===== src/rtl/fft_pkg.sv =====
// Shared types and width helpers for the FFT address-generation blocks.
// Widths are derived from LOG2N_MAX so every block agrees on bus sizes.
package fft_pkg;

  localparam int LOG2N_MAX_DEF = 5;

  typedef enum logic [1:0] {
    AGU_IDLE = 2'd0,
    AGU_RUN  = 2'd1,
    AGU_GAP  = 2'd2
  } agu_state_t;

  function automatic int addrWidth(input int log2nMax);
    return log2nMax;
  endfunction

  function automatic int stageWidth(input int log2nMax);
    return (log2nMax > 1) ? $clog2(log2nMax) : 1;
  endfunction

  // Twiddle ROM holds N_MAX/2 entries; the pair counter shares this width.
  function automatic int twiddleWidth(input int log2nMax);
    return (log2nMax > 1) ? log2nMax - 1 : 1;
  endfunction

  function automatic int nlog2Width(input int log2nMax);
    return $clog2(log2nMax + 1);
  endfunction

endpackage


===== src/rtl/agu_addr_map.sv =====
// Combinational (stage, pair) -> operand and twiddle address mapping for an
// in-place radix-2 DIT butterfly; the parent registers the results.
module agu_addr_map
  import fft_pkg::*;
#(
  parameter int LOG2N_MAX = LOG2N_MAX_DEF
) (
  input  logic [stageWidth(LOG2N_MAX)-1:0]   stage_i,
  input  logic [twiddleWidth(LOG2N_MAX)-1:0] pair_i,
  output logic [addrWidth(LOG2N_MAX)-1:0]    address1_o,
  output logic [addrWidth(LOG2N_MAX)-1:0]    address2_o,
  output logic [twiddleWidth(LOG2N_MAX)-1:0] twiddle_o
);

  localparam int AW = addrWidth(LOG2N_MAX);
  localparam int SW = stageWidth(LOG2N_MAX);
  localparam int TW = twiddleWidth(LOG2N_MAX);

  logic [TW-1:0] posMask;
  logic [TW-1:0] pos;
  logic [TW-1:0] grp;

  // Split the pair index into position-within-group and group number, then
  // open a zero bit at position 'stage' to form the upper operand index.
  always_comb begin
    posMask    = (TW'(1) << stage_i) - TW'(1);
    pos        = pair_i & posMask;
    grp        = pair_i >> stage_i;
    address1_o = ((AW'(grp) << stage_i) << 1) | AW'(pos);
    address2_o = address1_o + (AW'(1) << stage_i);
    twiddle_o  = pos << (SW'(TW) - stage_i);
  end

endmodule


===== src/rtl/fft_agu_seq.sv =====
// Self-sequencing radix-2 DIT FFT address generator: walks every stage and
// butterfly pair after one start, with valid/ready stalls and stage gaps.
module fft_agu_seq
  import fft_pkg::*;
#(
  parameter int LOG2N_MAX = LOG2N_MAX_DEF,
  parameter int STAGE_GAP = 0
) (
  input  logic                               clk,
  input  logic                               rst_n,
  input  logic                               start,
  input  logic [nlog2Width(LOG2N_MAX)-1:0]   n_log2,
  input  logic                               inverse,
  input  logic                               ready,
  output logic                               valid,
  output logic [addrWidth(LOG2N_MAX)-1:0]    address1,
  output logic [addrWidth(LOG2N_MAX)-1:0]    address2,
  output logic [twiddleWidth(LOG2N_MAX)-1:0] twiddle_address,
  output logic                               twiddle_conj,
  output logic [stageWidth(LOG2N_MAX)-1:0]   stage,
  output logic                               last_in_stage,
  output logic                               busy,
  output logic                               done,
  output logic                               err
);

  localparam int AW = addrWidth(LOG2N_MAX);
  localparam int SW = stageWidth(LOG2N_MAX);
  localparam int TW = twiddleWidth(LOG2N_MAX);
  localparam int NW = nlog2Width(LOG2N_MAX);
  localparam int GW = 4;
  localparam logic [GW-1:0] GAP_LOAD = GW'((STAGE_GAP > 0) ? STAGE_GAP - 1 : 0);

  agu_state_t    state_q, state_d;
  logic [NW-1:0] nLog2_q, nLog2_d;
  logic          conj_q, conj_d;
  logic [SW-1:0] stage_q, stage_d;
  logic [TW-1:0] pair_q, pair_d;
  logic [GW-1:0] gap_q, gap_d;
  logic          done_d, err_d;

  logic [TW-1:0] lastPairCur, lastPairNext;
  logic [SW-1:0] lastStage;
  logic [AW-1:0] mapAddr1, mapAddr2;
  logic [TW-1:0] mapTwiddle;

  logic          valid_q, busy_q, done_q, err_q, last_q;
  logic [AW-1:0] addr1_q, addr2_q;
  logic [TW-1:0] twiddle_q;

  function automatic logic [TW-1:0] lastPairOf(input logic [NW-1:0] n);
    return (int'(n) > 0) ? TW'((1 << (int'(n) - 1)) - 1) : '0;
  endfunction

  assign lastPairCur  = lastPairOf(nLog2_q);
  assign lastPairNext = lastPairOf(nLog2_d);
  assign lastStage    = SW'(int'(nLog2_q) - 1);

  // Sequencer: a beat advances only on acceptance, so a stalled beat keeps
  // every next-state value equal to the current one.
  always_comb begin
    state_d = state_q;
    nLog2_d = nLog2_q;
    conj_d  = conj_q;
    stage_d = stage_q;
    pair_d  = pair_q;
    gap_d   = gap_q;
    done_d  = 1'b0;
    err_d   = 1'b0;
    case (state_q)
      AGU_IDLE: begin
        if (start) begin
          if (int'(n_log2) >= 1 && int'(n_log2) <= LOG2N_MAX) begin
            state_d = AGU_RUN;
            nLog2_d = n_log2;
            conj_d  = inverse;
            stage_d = '0;
            pair_d  = '0;
          end else begin
            err_d = 1'b1;
          end
        end
      end
      AGU_RUN: begin
        if (ready) begin
          if (pair_q == lastPairCur) begin
            pair_d = '0;
            if (stage_q == lastStage) begin
              state_d = AGU_IDLE;
              done_d  = 1'b1;
            end else if (STAGE_GAP > 0) begin
              state_d = AGU_GAP;
              gap_d   = GAP_LOAD;
            end else begin
              stage_d = stage_q + SW'(1);
            end
          end else begin
            pair_d = pair_q + TW'(1);
          end
        end
      end
      AGU_GAP: begin
        if (gap_q == '0) begin
          state_d = AGU_RUN;
          stage_d = stage_q + SW'(1);
        end else begin
          gap_d = gap_q - GW'(1);
        end
      end
      default: state_d = AGU_IDLE;
    endcase
  end

  agu_addr_map #(
    .LOG2N_MAX(LOG2N_MAX)
  ) u_addr_map (
    .stage_i   (stage_d),
    .pair_i    (pair_d),
    .address1_o(mapAddr1),
    .address2_o(mapAddr2),
    .twiddle_o (mapTwiddle)
  );

  // Outputs are registered from next-state values so they line up with the
  // beat the state registers describe.
  always_ff @(posedge clk or negedge rst_n) begin
    if (!rst_n) begin
      state_q   <= AGU_IDLE;
      nLog2_q   <= '0;
      conj_q    <= 1'b0;
      stage_q   <= '0;
      pair_q    <= '0;
      gap_q     <= '0;
      valid_q   <= 1'b0;
      busy_q    <= 1'b0;
      done_q    <= 1'b0;
      err_q     <= 1'b0;
      last_q    <= 1'b0;
      addr1_q   <= '0;
      addr2_q   <= '0;
      twiddle_q <= '0;
    end else begin
      state_q   <= state_d;
      nLog2_q   <= nLog2_d;
      conj_q    <= conj_d;
      stage_q   <= stage_d;
      pair_q    <= pair_d;
      gap_q     <= gap_d;
      valid_q   <= (state_d == AGU_RUN);
      busy_q    <= (state_d != AGU_IDLE);
      done_q    <= done_d;
      err_q     <= err_d;
      last_q    <= (state_d == AGU_RUN) && (pair_d == lastPairNext);
      addr1_q   <= mapAddr1;
      addr2_q   <= mapAddr2;
      twiddle_q <= mapTwiddle;
    end
  end

  assign valid           = valid_q;
  assign address1        = addr1_q;
  assign address2        = addr2_q;
  assign twiddle_address = twiddle_q;
  assign twiddle_conj    = conj_q;
  assign stage           = stage_q;
  assign last_in_stage   = last_q;
  assign busy            = busy_q;
  assign done            = done_q;
  assign err             = err_q;

endmodule


===== config.mk =====
export PLATFORM = sky130hd
export DESIGN_NAME = fft_agu_seq
export DESIGN_NICKNAME = d
export VERILOG_FILES = /design/src/rtl/fft_pkg.sv /design/src/rtl/agu_addr_map.sv /design/src/rtl/fft_agu_seq.sv
export SDC_FILE = /design/constraint.sdc
export NUM_CORES = 1
export LEC_CHECK = 0
export ABC_CLOCK_PERIOD_IN_PS = 6400
export CAP_MARGIN = 40
export CORE_ASPECT_RATIO = 0.7
export CORE_MARGIN = 2
export CORE_UTILIZATION = 56
export DETAILED_ROUTE_END_ITERATION = 8
export GPL_ROUTABILITY_DRIVEN = 1
export PLACE_DENSITY_LB_ADDON = 0.3
export SYNTH_ARGS = -nofsm -noshare
export SYNTH_HDL_FRONTEND = slang
export SYNTH_HIERARCHICAL = 1
export SYNTH_SLANG_ARGS = --single-unit
export TNS_END_PERCENT = 100

===== constraint.sdc =====
create_clock -name clk -period 6.4 [get_ports clk]
set_clock_uncertainty 0.05 [all_clocks]
set_input_delay 0.64 -clock clk [delete_from_list [all_inputs] [get_ports clk]]
set_output_delay 0.64 -clock clk [all_outputs]
set_load 0.005 [all_outputs]

# Word level (Yosys, flattened, before mapping)
# Index checks and enable logic that the tools add are counted.
# Widths: inputs -> output; s select.
[word_totals] reg_bits=36 inputBits=8 out_inout_bits=23 elab_cells=82
[classes] add_sub_neg=10 order_cmp=4 eq_ne=6 shift=7 n_mux=31 bitwise=3 n_reduce_logical=7
[ops] operator="$shl 1x32->4 const A" count=2
[ops] operator="$mux 3" count=9
[ops] operator="$mux 4" count=6
[ops] operator="$mux 2" count=6
[ops] operator="$sub 4x2->4 const B" count=3
[ops] operator="$pmux 3 s3" count=1
[ops] operator="$eq 4x4->1" count=2
[ops] operator="$pmux 4 s2" count=1
[ops] operator="$shl 4x3->4" count=2
[ops] operator="$sub 3x1->4 const B" count=2
[ops] operator="$mux 1" count=7
[ops] operator="$gt 3x1->1 const B" count=2
[ops] operator="$pmux 2 s3" count=1
[ops] operator="$add 5x5->5" count=1
[ops] operator="$or 5x4->5" count=1
[ops] operator="$shl 1x3->5 const A" count=1
[ops] operator="$add 4x1->4 const B" count=1
[ops] operator="$and 4x4->4" count=1
[ops] operator="$eq 2x1->1 const B" count=2
[ops] operator="$logic_not 4->1" count=1
[ops] operator="$shl 1x3->4 const A" count=1
[ops] operator="$shr 4x3->4" count=1
[ops] operator="$sub 4x1->4 const B" count=1
[ops] operator="$add 3x1->3 const B" count=1
[ops] operator="other kinds (11)" count=12

# Depth between registers and ports, before layout
# Gate-level depths: netlist (run 1).
[logic_depth] ltp_word=13 depth_mapped=26 mapped_depth_nobuf=25

# Cells and area by module
# The synthesis (run 1) kept the hierarchy.
[by_module_without_submodules] module="fft_agu_seq" instances=1 cells_per_inst=222 area_per_inst_um2=2105.8 seq_area_each_um2=900.9
[by_module_without_submodules] module="agu_addr_map" instances=1 cells_per_inst=54 area_per_inst_um2=404.1 seq_area_each_um2=0.0

# Worst setup path before layout (run 1)
# Ideal clock, no wire load.
[synth_timing] kind="register to register" start="register nLog2_q[0]" end="register addr2_q[4], in the netlist address2[4]" setup_time_ns=0.079 t_arrival_ns=5.298 required_ns=6.271 setup_slack_ns=0.972 stages_incl_launch_ff=25 n_path_buf=2 synth_period_minus_slack_ns=5.428 path_cell_list="dfrtp_1 > buf_6 > inv_1 > ha_1 > nor3_1 > a21oi_1 > or3_1 > ha_1 > o21ai_0 > and4b_1 > and3_1 > clkbuf_1 > nand3_1 > nor3_1 > a31oi_1 > o21ai_0 > inv_1 > ha_1 > ha_1 > or3_1 > a221o_1 > a32o_1 > ha_1 > a21oi_1 > xor2_1"
[synth_between] elab_chain_len=13 elab_cells_between_ends=22 cone_classes="add/sub: 4; order compare: 1; eq/ne: 2; shift: 5; mux: 8; bitwise: 2"
[synth_rtl] element="from (decl)" line="fft_agu_seq.sv:35" rtl="logic [NW-1:0] nLog2_q, nLog2_d;"
[synth_rtl] element="from (signal assigned)" line="fft_agu_seq.sv:144" rtl="nLog2_q <= nLog2_d;"
[synth_rtl] element="$sub 3x1->4" line="fft_agu_seq.sv:57" rtl="assign lastStage = SW'(int'(nLog2_q) - 1);"
[synth_rtl] element="$shl 1x32->4" line="fft_agu_seq.sv:52" rtl="return (int'(n) > 0) ? TW'((1 << (int'(n) - 1)) - 1) : '0;"
[synth_rtl] element="$sub 4x2->4" line="fft_agu_seq.sv:52"
[synth_rtl] element="$mux 4" line="fft_agu_seq.sv:52"
[synth_rtl] element="$eq 4x4->1" line="fft_agu_seq.sv:86" rtl="if (pair_q == lastPairCur) begin"
[synth_rtl] element="$mux 3 (*)" line="fft_agu_seq.sv:86"
[synth_rtl] element="$mux 3 (*)" line="fft_agu_seq.sv:85" rtl="if (ready) begin"
[synth_rtl] element="$pmux 3 s3 (*)" line="fft_agu_seq.sv:70" rtl="case (state_q)"
[synth_rtl] element="named net stage_d[0]" line="fft_agu_seq.sv:37" rtl="logic [SW-1:0] stage_q, stage_d;"
[synth_rtl] element="$shl 1x3->4" line="agu_addr_map.sv:26" rtl="posMask = (TW'(1) << stage_i) - TW'(1);"
[synth_rtl] element="$sub 4x2->4" line="agu_addr_map.sv:26"
[synth_rtl] element="$and 4x4->4" line="agu_addr_map.sv:27" rtl="pos = pair_i & posMask;"
[synth_rtl] element="$or 5x4->5 (*)" line="agu_addr_map.sv:29" rtl="address1_o = ((AW'(grp) << stage_i) << 1) | AW'(pos);"
[synth_rtl] element="named net mapAddr1[3]" line="fft_agu_seq.sv:44" rtl="logic [AW-1:0] mapAddr1, mapAddr2;"
[synth_rtl] element="$add 5x5->5 (*)" line="agu_addr_map.sv:30" rtl="address2_o = address1_o + (AW'(1) << stage_i);"
[synth_rtl] element="named net mapAddr2[4]" line="fft_agu_seq.sv:44"
[synth_rtl] element="to (signal assigned)" line="fft_agu_seq.sv:155" rtl="addr2_q <= mapAddr2;"
[synth_rtl] element="to (decl)" line="fft_agu_seq.sv:48" rtl="logic [AW-1:0] addr1_q, addr2_q;"
# Mark *: on every way through the listed nets, which the timed path passes. The rest lies on a longest branch.
# A chain may end at the register's enable or synchronous reset.

# Worst setup path in the final report (run 1)
# Same ends and word-level chain as after synthesis.

==> results of run 1 <==
==> through the flow <==
stage	total power, mW	instances	worst slack (ns)	hold WS [ns]
floorplan	0.701	276	0.972	0.294
global placement	0.897	357	0.748	0.436
detailed placement	0.912	357	0.621	0.436
CTS	1.10	364	0.596	0.414
global route	1.18	364	0.113	0.450
finish	1.10	364	0.513	0.372
==> sequential cells by signal, summed over array words and instances, names as in the netlist, 2 cells and up <==
name / cells
address2: 5
state_q: 2
address1: 5
twiddle_address: 4
pair_q: 4
gap_q: 4
stage: 3
nLog2_q: 3
==> where the power goes <==
group          switching (mW)  leakage (nW)  internal, mW
Clock                  0.0828        0.0503        0.0959
Sequential             0.0480         0.437         0.293
Combinational           0.299         0.843         0.278
==> how the worst max path moves through the flow <==
stage,from,cells after the start,endpoint
after floorplan,nLog2_q[0],24,address2[4]
after global placement,nLog2_q[0],21,address2[4]
after detailed placement,nLog2_q[0],20,address2[4]
after CTS,nLog2_q[0],21,address2[4]
after global routing,nLog2_q[0],21,address2[4]
final,nLog2_q[0],21,address2[4]
==> cell type report <==
class,count,share of cell area
clock buffers,7,0.0327
multi-input cells,208,0.500
inverters,27,0.0344
well taps,55,0.0234
flip-flops and latches,36,0.306
repair buffers,31,0.103
==> routing by layer <==
layer / vias to the layer above / wire length, um
met2: 110 / 2300
li1: 1047 / -
met5: - / 0
met4: 0 / 64
met3: 6 / 478
met1: 1019 / 2740
==> placed cells by master (no fill, tap or decap), drive strengths merged, types with 3 or more instances in the layout <==
master,Yosys,routed
inv,26,26
nand4,4,4
xor2,11,11
nand3,10,10
nor2,13,13
mux2i,3,3
mux2,3,3
a21oi,16,16
nand2b,4,4
clkbuf,2,7
nor3,8,8
and3,3,3
o21ai,15,15
ha,21,21
clkdlybuf4s50,0,29
a31oi,4,4
nor2b,4,4
a21o,4,4
xnor2,7,7
dfrtp,36,36
o22ai,3,3
nand2,31,31
or3,3,3
nor4,3,3
==> worst max-delay path: stages, from the launching register on <==
cell and delay (ns):
dfrtp_1 0.52, inv_1 0.13, ha_1 0.30, nor3_1 0.20
a21oi_1 0.05, or3_1 0.31, ha_1 0.29, o21ai_0 0.14
and4b_1 0.21, and3_1 0.27, nand3_1 0.21, nor2_1 0.19
mux2i_1 0.09, o21ai_0 0.66, inv_1 0.23, ha_1 0.30
or3_1 0.38, a221o_1 0.38, a32o_1 0.24, ha_1 0.31
a21oi_1 0.17, xor2_1 0.17
==> logic make-up (layout without fill, tap and decap cells) <==
logic type,after synthesis,after routing,synth area share
and+or+nand+nor,95,95,0.199
AOI/OAI and AO/OA,66,66,0.182
DFF,36,36,0.359
buffers and inverters,32,65,0.0543
adders and majority gates,22,22,0.113
xor gates and xnor gates,18,18,0.0658
muxes,6,6,0.0254
other,1,1,0.00149
==> flow_summary.yaml, run 1 <==
yosys:
  synthFlopType: "dfrtp_1"
  netlist.area_leader.share: 0.359
  yosys_warnings: 6
  synth.avg_cell_area_um2: 9.09
  yosysMostFrequentCell: "dfrtp_1"
  synthCells: 276
  syn-cell-area_um2: 2510
  synth_edf_count: 0
  synth_nets: 306
  ys_ff_latch: 36
  synth_common_cells: "36 x dfrtp_1, 31 x nand2_1, 26 x inv_1, 21 x ha_1, 16 x a21oi_1"
  async_reset_ff_frac: 1.00
  synth_top_area_cell: "dfrtp_1"
  yosysUniqueCellTypes: 61
  ys_top_cells_by_area: "dfrtp_1 36%, ha_1 10%, nand2_1 4.6%"
  seq_area_frac_synth: 0.359
placed_design:
  dp_hpwl_um: 4100
  place.gp.congestion: 1.01
  postPlaceCellArea_um2: 2850
  port_buffers: 30
sta:
  rsz0062_at_grt: "no"
  setup_viol: 0
  fmax_mhz: 170
  finalSetupTns_ns: 0
  slew_headroom: 0.366
  hold_viol: 0
  slew_viol_final: 0
  finalCritPeriodShare: 0.920
  fin_crit_ns: 5.89
  worst_pin_slew_ns: 0.951
clock_network:
  clk_latency_ns: 0.29
  clkSinkCount: 36
  ctsHoldBuffers: 0
  post-cts-setup-buffers: 0
  cts_tree: "built"
  clk_pin_slew_ns: 0.08
  post_cts_resized: 0
  clockBufferDepth: 2
  cts_htree_levels: 2
  cts_buffers: 5
  clock-root-buffer: "clkbuf_8"
setup_path:
  reg2reg_from: "nLog2_q[0]"
  cp_max_fo: 9
  reg2reg_to: "address2[4]"
  required_ns: 6.56
  regToRegSetupSlack_ns: 0.51
  critical_path.startpoint_type: "register"
  worst_setup_path_end_kind: "register"
  crit_type: "reg -> reg"
  cp.arrival_ns: 6.05
  worst-r2r-cell-count: 21
drt:
  drt-vias-per-instance: 5.99
  firstDrtPassIters: 5
  drcViolationCount: 0
  drtIter0Drc: 234
  dr_total_vias: 2182
  wirelength_um: 5580
  wl_per_cell_um: 15.3
  ant_nets: 0
global_route:
  use_met2: 0.341
  track_usage: 0.246
  grt_antenna_before_repair: 0
  grt_pass1_wl_um: 9500
  use_met3: 0.0718
  top_usage_layer: "met1"
  grt_util_met1: 0.370
  grt_pass1_vias: 1909
  grt_max_degree: 37
  grt.overflow.total: 0
layout:
  diodes: 0
  nets: 339
  postLayoutCoreUtil: 0.680
  multi_input_area_um2: 1470
  regArea_um2: 901
  final_area_um2: 2940
  fillers: 321
  drive_above_1_share: 0.0809
  syn_to_final_growth_pct: 17.2
outcome:
  status: "completed"
flow_run:
  drv_cap: 0
hold_path:
  hold_class: "in -> async"
floorplan:
  num_rows: 20
  initial_core_util: 0.580
  die_area_um2: 5040
  io_pins: 31
  die_y_um: 60.0
  coreArea_um2: 4330
  die_x_um: 84.0
power:
  powerDensity_nw_per_um2: 372
  power_leakage_nw: 1.33
  ir_worst_vdd_mv: 0.202
No activity file was read; power rests on OpenSTA's default activity.
==> inputs of run 2 (changes only) <==
--- a/config.mk
+++ b/config.mk
@@ -7,12 +7,13 @@
 export LEC_CHECK = 0
 export ABC_CLOCK_PERIOD_IN_PS = 6400
 export CAP_MARGIN = 40
-export CORE_ASPECT_RATIO = 0.7
+export CORE_ASPECT_RATIO = 0.9
 export CORE_MARGIN = 2
 export CORE_UTILIZATION = 56
 export DETAILED_ROUTE_END_ITERATION = 8
 export GPL_ROUTABILITY_DRIVEN = 1
 export PLACE_DENSITY_LB_ADDON = 0.3
+export RECOVER_POWER = 100
 export SYNTH_ARGS = -nofsm -noshare
 export SYNTH_HDL_FRONTEND = slang
 export SYNTH_HIERARCHICAL = 1
==> run 2 against run 1 <==
  * The flow now finishes with violations (capacitance limit, slew limit)
  * Die area fell by 0.15%
  * Sequential power is 1% lower
  * Largest power group unchanged
  * Core utilization fell by 1.2 points
==> flow_summary.yaml, run 2 (synthesis results as in run 1) <==
setup_path:
  critical_path.max_stage_delay_ns: 0.51
  crit_type: "reg -> reg"
  worstSetupEndpoint: "address2[4]"
  worstSetupPathDepth: 23
  critical_path.startpoint_type: "register"
  crit_buf_inv: 3
  worst_setup_path_end_kind: "register"
  regToRegSetupSlack_ns: 0.56
  cp_max_fo: 10
  worst-r2r-cell-count: 23
  path_delay_family: "simple AND/OR/NAND/NOR gates"
  crit_start: "nLog2_q[0]"
  cp_common_cell: "ha_1"
  cp.arrival_ns: 6.00
  path_cells: "inv_1 > ha_1 > nor3_1 > a21oi_1 > or3_1 > ha_1 > nor3_1 > and4b_1 > and3_1 > nand3_1 > a21oi_1 > mux2_2 > o21ai_0 > clkbuf_1 > inv_1 > ha_1 > ha_1 > or3_1 > a221o_1 > a32o_1 > ha_1 > a21oi_1 > xor2_1"
  required_ns: 6.56
  reg2reg_from: "nLog2_q[0]"
  slowest_stage: "dfrtp_1"
  reg2reg_to: "address2[4]"
sta:
  fin_crit_ns: 5.84
  slew_viol_final: 37
  fmax_mhz: 171
  worst_pin_slew_ns: 1.92
  finalCritPeriodShare: 0.913
  rsz0062_at_grt: "no"
  hold_viol: 0
  slew_headroom: -0.277
  setup_viol: 0
  finalSetupTns_ns: 0
clock_network:
  cts_buffers: 5
  clkSinkCount: 36
  ctsHoldBuffers: 0
  clk_latency_ns: 0.29
  clock-root-buffer: "clkbuf_8"
  post_cts_resized: 0
  clockBufferDepth: 2
  cts_htree_levels: 2
  cts_tree: "built"
  post-cts-setup-buffers: 0
  clk_pin_slew_ns: 0.08
power:
  ir_worst_vdd_mv: 0.198
  p_comb_frac: 0.526
  p_int_uw: 623
  p_seq_frac: 0.324
  pwr-share-clk: 0.151
  power_switching_uw: 415
  netSwitchingFraction: 0.400
  power_leakage_nw: 1.35
  powerDensity_nw_per_um2: 355
drt:
  wl_met2_um: 2420
  wirelength_um: 5310
  dr_total_vias: 2106
  drcViolationCount: 0
  wl_met1_um: 2580
  maxUsedRoutingLayer: "met4"
  wl_per_cell_um: 14.3
  firstDrtPassIters: 5
  dr_wl_met3_um: 295
  drt-vias-per-instance: 5.66
  drtIter0Drc: 192
  ant_nets: 0
flow_run:
  drv_cap: 1
floorplan:
  coreArea_um2: 4370
  die_y_um: 67.5
  num_rows: 23
  initial_core_util: 0.574
  die_x_um: 74.6
  io_pins: 31
  die_area_um2: 5030
hold_path:
  hold_class: "reg -> reg"
  hold_depth: 1
layout:
  fillers: 362
  regArea_um2: 901
  multi_input_area_um2: 1460
  stdcell_count: 372
  nets: 339
  drive_above_1_share: 0.0677
  diodes: 0
  layout_commonest_cell: "dfrtp_1"
  syn_to_final_growth_pct: 16.5
  layout_common_cells: "36 x dfrtp_1, 31 x nand2_1, 26 x inv_1"
global_route:
  track_usage: 0.228
  grt_antenna_before_repair: 0
  grt.overflow.total: 0
  grt_pass1_wl_um: 8760
  grt_max_degree: 37
  grt_pass1_vias: 1906
outcome:
  status: "complete, but fails checks"
  violations: "capacitance limit, slew limit"
placed_design:
  dp_hpwl_um: 4010
  port_buffers: 30
  dp_cells: 364
  place.gp.congestion: 0.878
## run 2: routing by layer
metal,global-route usage,vias to the layer above
li1,-,1050
met1,0.335,993
met2,0.353,59
met3,0.0478,4
met4,0.0402,0
met5,0,-
## run 2: worst register-to-register path, stage by stage, from the launching register on
cell,delay (ns)
dfrtp_1,0.51
inv_1,0.13
ha_1,0.29
nor3_1,0.20
a21oi_1,0.06
or3_1,0.31
ha_1,0.29
nor3_1,0.17
and4b_1,0.21
and3_1,0.24
nand3_1,0.18
a21oi_1,0.10
mux2_2,0.27
o21ai_0,0.07
clkbuf_1,0.37
inv_1,0.19
ha_1,0.27
ha_1,0.23
or3_1,0.38
a221o_1,0.37
a32o_1,0.24
ha_1,0.32
a21oi_1,0.17
xor2_1,0.15
## run 2: through the flow
step,util,hold slack [ns],power (mW),setup slack (ns),area (um2)
2_1_floorplan,-,0.294,0.701,0.972,2510
3_3_place_gp,0.653,0.436,0.892,0.773,2860
3_5_place_dp,0.653,0.436,0.910,0.645,2860
4_1_cts,0.673,0.411,1.07,0.643,2940
5_1_grt,0.668,0.484,1.12,0.116,2920
6_report,0.668,0.449,1.04,0.556,2920
## run 2: layout make-up
type,count,share of cell area
timing repair buffer,31,0.102
sequential,36,0.308
clock inverter,3,0.00642
tap,62,0.0265
inverter,27,0.0347
clock buffer,5,0.0235
multi-input combinational,208,0.499
## run 2: worst min-delay path by stage
| stage | slack, ns | end | start |
|---|---|---|---|
| 4_1_cts | 0.41 | gap_q[0] | rst_n |
| 5_1_grt | 0.48 | gap_q[0] | gap_q[0] |
| 2_1_floorplan | 0.29 | address1[0] | rst_n |
| 6_report | 0.45 | gap_q[0] | gap_q[0] |
| 3_3_place_gp | 0.44 | gap_q[3] | gap_q[3] |
| 3_5_place_dp | 0.44 | gap_q[0] | gap_q[0] |
## run 2: power groups by stage
stage	registers [mW]	logic [mW]	clock network, mW
2_1_floorplan	0.339	0.362	0
3_3_place_gp	0.340	0.551	0
3_5_place_dp	0.343	0.568	0
4_1_cts	0.338	0.573	0.160
5_1_grt	0.344	0.610	0.171
6_report	0.336	0.546	0.156
==> inputs of run 3 (changes only) <==
--- a/config.mk
+++ b/config.mk
@@ -5,11 +5,11 @@
 export SDC_FILE = /design/constraint.sdc
 export NUM_CORES = 1
 export LEC_CHECK = 0
-export ABC_CLOCK_PERIOD_IN_PS = 6400
+export ABC_CLOCK_PERIOD_IN_PS = 5200
 export CAP_MARGIN = 40
 export CORE_ASPECT_RATIO = 0.9
 export CORE_MARGIN = 2
-export CORE_UTILIZATION = 56
+export CORE_UTILIZATION = 50
 export DETAILED_ROUTE_END_ITERATION = 8
 export GPL_ROUTABILITY_DRIVEN = 1
 export PLACE_DENSITY_LB_ADDON = 0.3
==> constraint.sdc (replaced) <==
create_clock -name clk -period 5.2 [get_ports clk]
set_clock_uncertainty 0.05 [all_clocks]
set_input_delay 0.52 -clock clk [delete_from_list [all_inputs] [get_ports clk]]
set_output_delay 0.52 -clock clk [all_outputs]
set_load 0.005 [all_outputs]
==> run 3 against run 2 <==
  * The flow still finishes with violations (capacitance limit, slew limit)
  * Via count rose by 2.0%
  * Combinational power rose by 41%
  * Clock-buffer cell count rose by 1
  * Fmax rose by 18%
  * Critical path depth rose by 1
  * Flip-flop and latch count did not move
  * Setup slack got worse by 0.32 ns
  * Clock power rose by 39%
  * Routed wire length rose by 6.5%
  * Core utilization fell by 3.1 points
==> flow_summary.yaml, run 3 (synthesis results as in run 1) <==
floorplan:
  die_y_um: 71.2
  initial_core_util: 0.519
  num_rows: 24
  io_pins: 31
  die_area_um2: 5600
  die_x_um: 78.7
  coreArea_um2: 4830
layout:
  diodes: 0
  syn_to_final_growth_pct: 22.8
  layout_commonest_cell: "dfrtp_1"
  fillers: 410
  nets: 351
  layout_common_cells: "36 x dfrtp_1, 31 x nand2_1, 26 x inv_1"
  final_area_um2: 3080
  drive_above_1_share: 0.130
outcome:
  violations: "capacitance limit, slew limit"
  status: "complete, but fails checks"
clock_network:
  clock-root-buffer: "clkbuf_8"
  cts_htree_levels: 2
  clk_pin_slew_ns: 0.08
  cts_tree: "built"
  cts_buffers: 5
  clk_latency_ns: 0.29
  clockBufferDepth: 2
  clkSinkCount: 36
drt:
  wirelength_um: 5650
  ant_nets: 0
  firstDrtPassIters: 4
  drcViolationCount: 0
  drtIter0Drc: 175
  dr_total_vias: 2149
  wl_per_cell_um: 14.6
  drt-vias-per-instance: 5.55
setup_path:
  cp.arrival_ns: 5.14
  cp_common_cell: "ha_1"
  crit_buf_inv: 3
  worst_setup_path_end_kind: "register"
  path_delay_family: "adder cells"
  critical_path.max_stage_delay_ns: 0.38
  path_cells: "inv_1 > ha_1 > nor3_1 > a21oi_1 > or3_1 > ha_1 > nor3_1 > and4b_1 > and3_1 > nand3_2 > mux2_2 > a222oi_1 > a21oi_1 > inv_1 > ha_1 > ha_2 > inv_1 > ha_1 > nand2b_4 > o41ai_4 > fa_2 > a21o_1 > a21oi_2 > xor2_1"
  critical_path.startpoint_type: "register"
  required_ns: 5.37
  cp_max_fo: 4
  slowest_stage: "fa_2"
  crit_type: "reg -> reg"
placed_design:
  place.gp.congestion: 0.878
  place_ws_ns: 0.0983
  dp_hpwl_um: 4210
  port_buffers: 30
  postPlaceCellArea_um2: 2940
sta:
  setup_viol: 0
  fin_crit_ns: 4.96
  worst_pin_slew_ns: 1.90
  hold_viol: 0
  slew_viol_final: 37
  slew_headroom: -0.269
  finalSetupTns_ns: 0
  final.setup.worst_slack_ns: 0.236
  fmax_mhz: 201
  finalCritPeriodShare: 0.955
global_route:
  top_usage_layer: "met2"
  grt.overflow.total: 0
  grt_antenna_before_repair: 0
  grt_pass1_vias: 2053
  grt_util_met1: 0.305
  use_met3: 0.0378
  use_met2: 0.337
  track_usage: 0.216
  grt_pass1_wl_um: 9450
  grt_max_degree: 37
power:
  pwr-share-clk: 0.154
  netSwitchingFraction: 0.397
  power_switching_uw: 558
  powerDensity_nw_per_um2: 456
  ir_worst_vdd_mv: 0.358
  power_leakage_nw: 1.43
  p_int_uw: 848
  p_comb_frac: 0.549
  p_seq_frac: 0.297
flow_run:
  drv_cap: 1
hold_path:
  hold_class: "reg -> reg"
## run 3: cell types whose count changed in the layout (fill, tap and decap cells not counted), sizes merged
cell	delta
clkinv	-2
clkbuf	+1
dlygate4sd3	-1
clkdlybuf4s50	+1
buf	+12
inv	+1
## run 3: worst register-to-register path, cell delays in order, from the launching register on
cell and delay [ns]:
dfrtp_1 0.35, inv_1 0.07, ha_1 0.21, nor3_1 0.17, a21oi_1 0.06, or3_1 0.32
ha_1 0.29, nor3_1 0.17, and4b_1 0.22, and3_1 0.21, nand3_2 0.13, mux2_2 0.36
a222oi_1 0.24, a21oi_1 0.09, inv_1 0.10, ha_1 0.17, ha_2 0.21, inv_1 0.07
ha_1 0.28, nand2b_4 0.14, o41ai_4 0.10, fa_2 0.38, a21o_1 0.21, a21oi_2 0.15
xor2_1 0.14
## run 3: per-layer routing
layer / up-vias / wire length, um
li1: 1074 / -
met1: 1019 / 2610
met2: 50 / 2620
met3: 6 / 341
met4: 0 / 74
met5: - / 0
## run 3: power by group through the flow
stage	logic, mW	clock network (mW)	registers (mW)
2_1_floorplan	0.446	0	0.417
3_3_place_gp	0.704	0	0.423
3_5_place_dp	0.712	0	0.423
4_1_cts	0.717	0.221	0.419
5_1_grt	0.847	0.236	0.425
6_report	0.772	0.217	0.417
## run 3: timing repair
action / 4_1_cts / 5_1_grt
setup endpoints to repair: 0 / 3
setup buffers: 0 / 1
hold buffers: 0 / 0
gates resized for setup: 0 / 9
## run 3: final timing paths
path,cells after the start,endpoint,from,slack [ns]
worst max-delay path,24,address2[4],nLog2_q[0],0.24
worst min-delay path,1,gap_q[3],gap_q[3],0.46
worst max register to register,24,address2[4],nLog2_q[0],0.24
worst min register to register,1,gap_q[3],gap_q[3],0.46
max in group asynchronous,1,busy,rst_n,3.31
min in group asynchronous,1,done,rst_n,0.69
## run 3: stage by stage
step | total power [mW] | util | hold slack, ns | std cells
2_1_floorplan | 0.863 | - | 0.174 | 276
3_3_place_gp | 1.13 | 0.608 | 0.432 | 378
3_5_place_dp | 1.14 | 0.608 | 0.440 | 378
4_1_cts | 1.36 | 0.628 | 0.285 | 386
5_1_grt | 1.51 | 0.637 | 0.466 | 387
6_report | 1.41 | 0.637 | 0.458 | 387
## run 3: final cells by class
cell class	count	area [um2]	share of cell area
clock buffers	6	82.6	0.0268
clock inverters	2	13.8	0.00447
inverters	27	101	0.0329
multi-input cells	208	1510	0.491
flip-flops and latches	36	901	0.292
well taps	65	81.3	0.0264
repair buffers	43	388	0.126
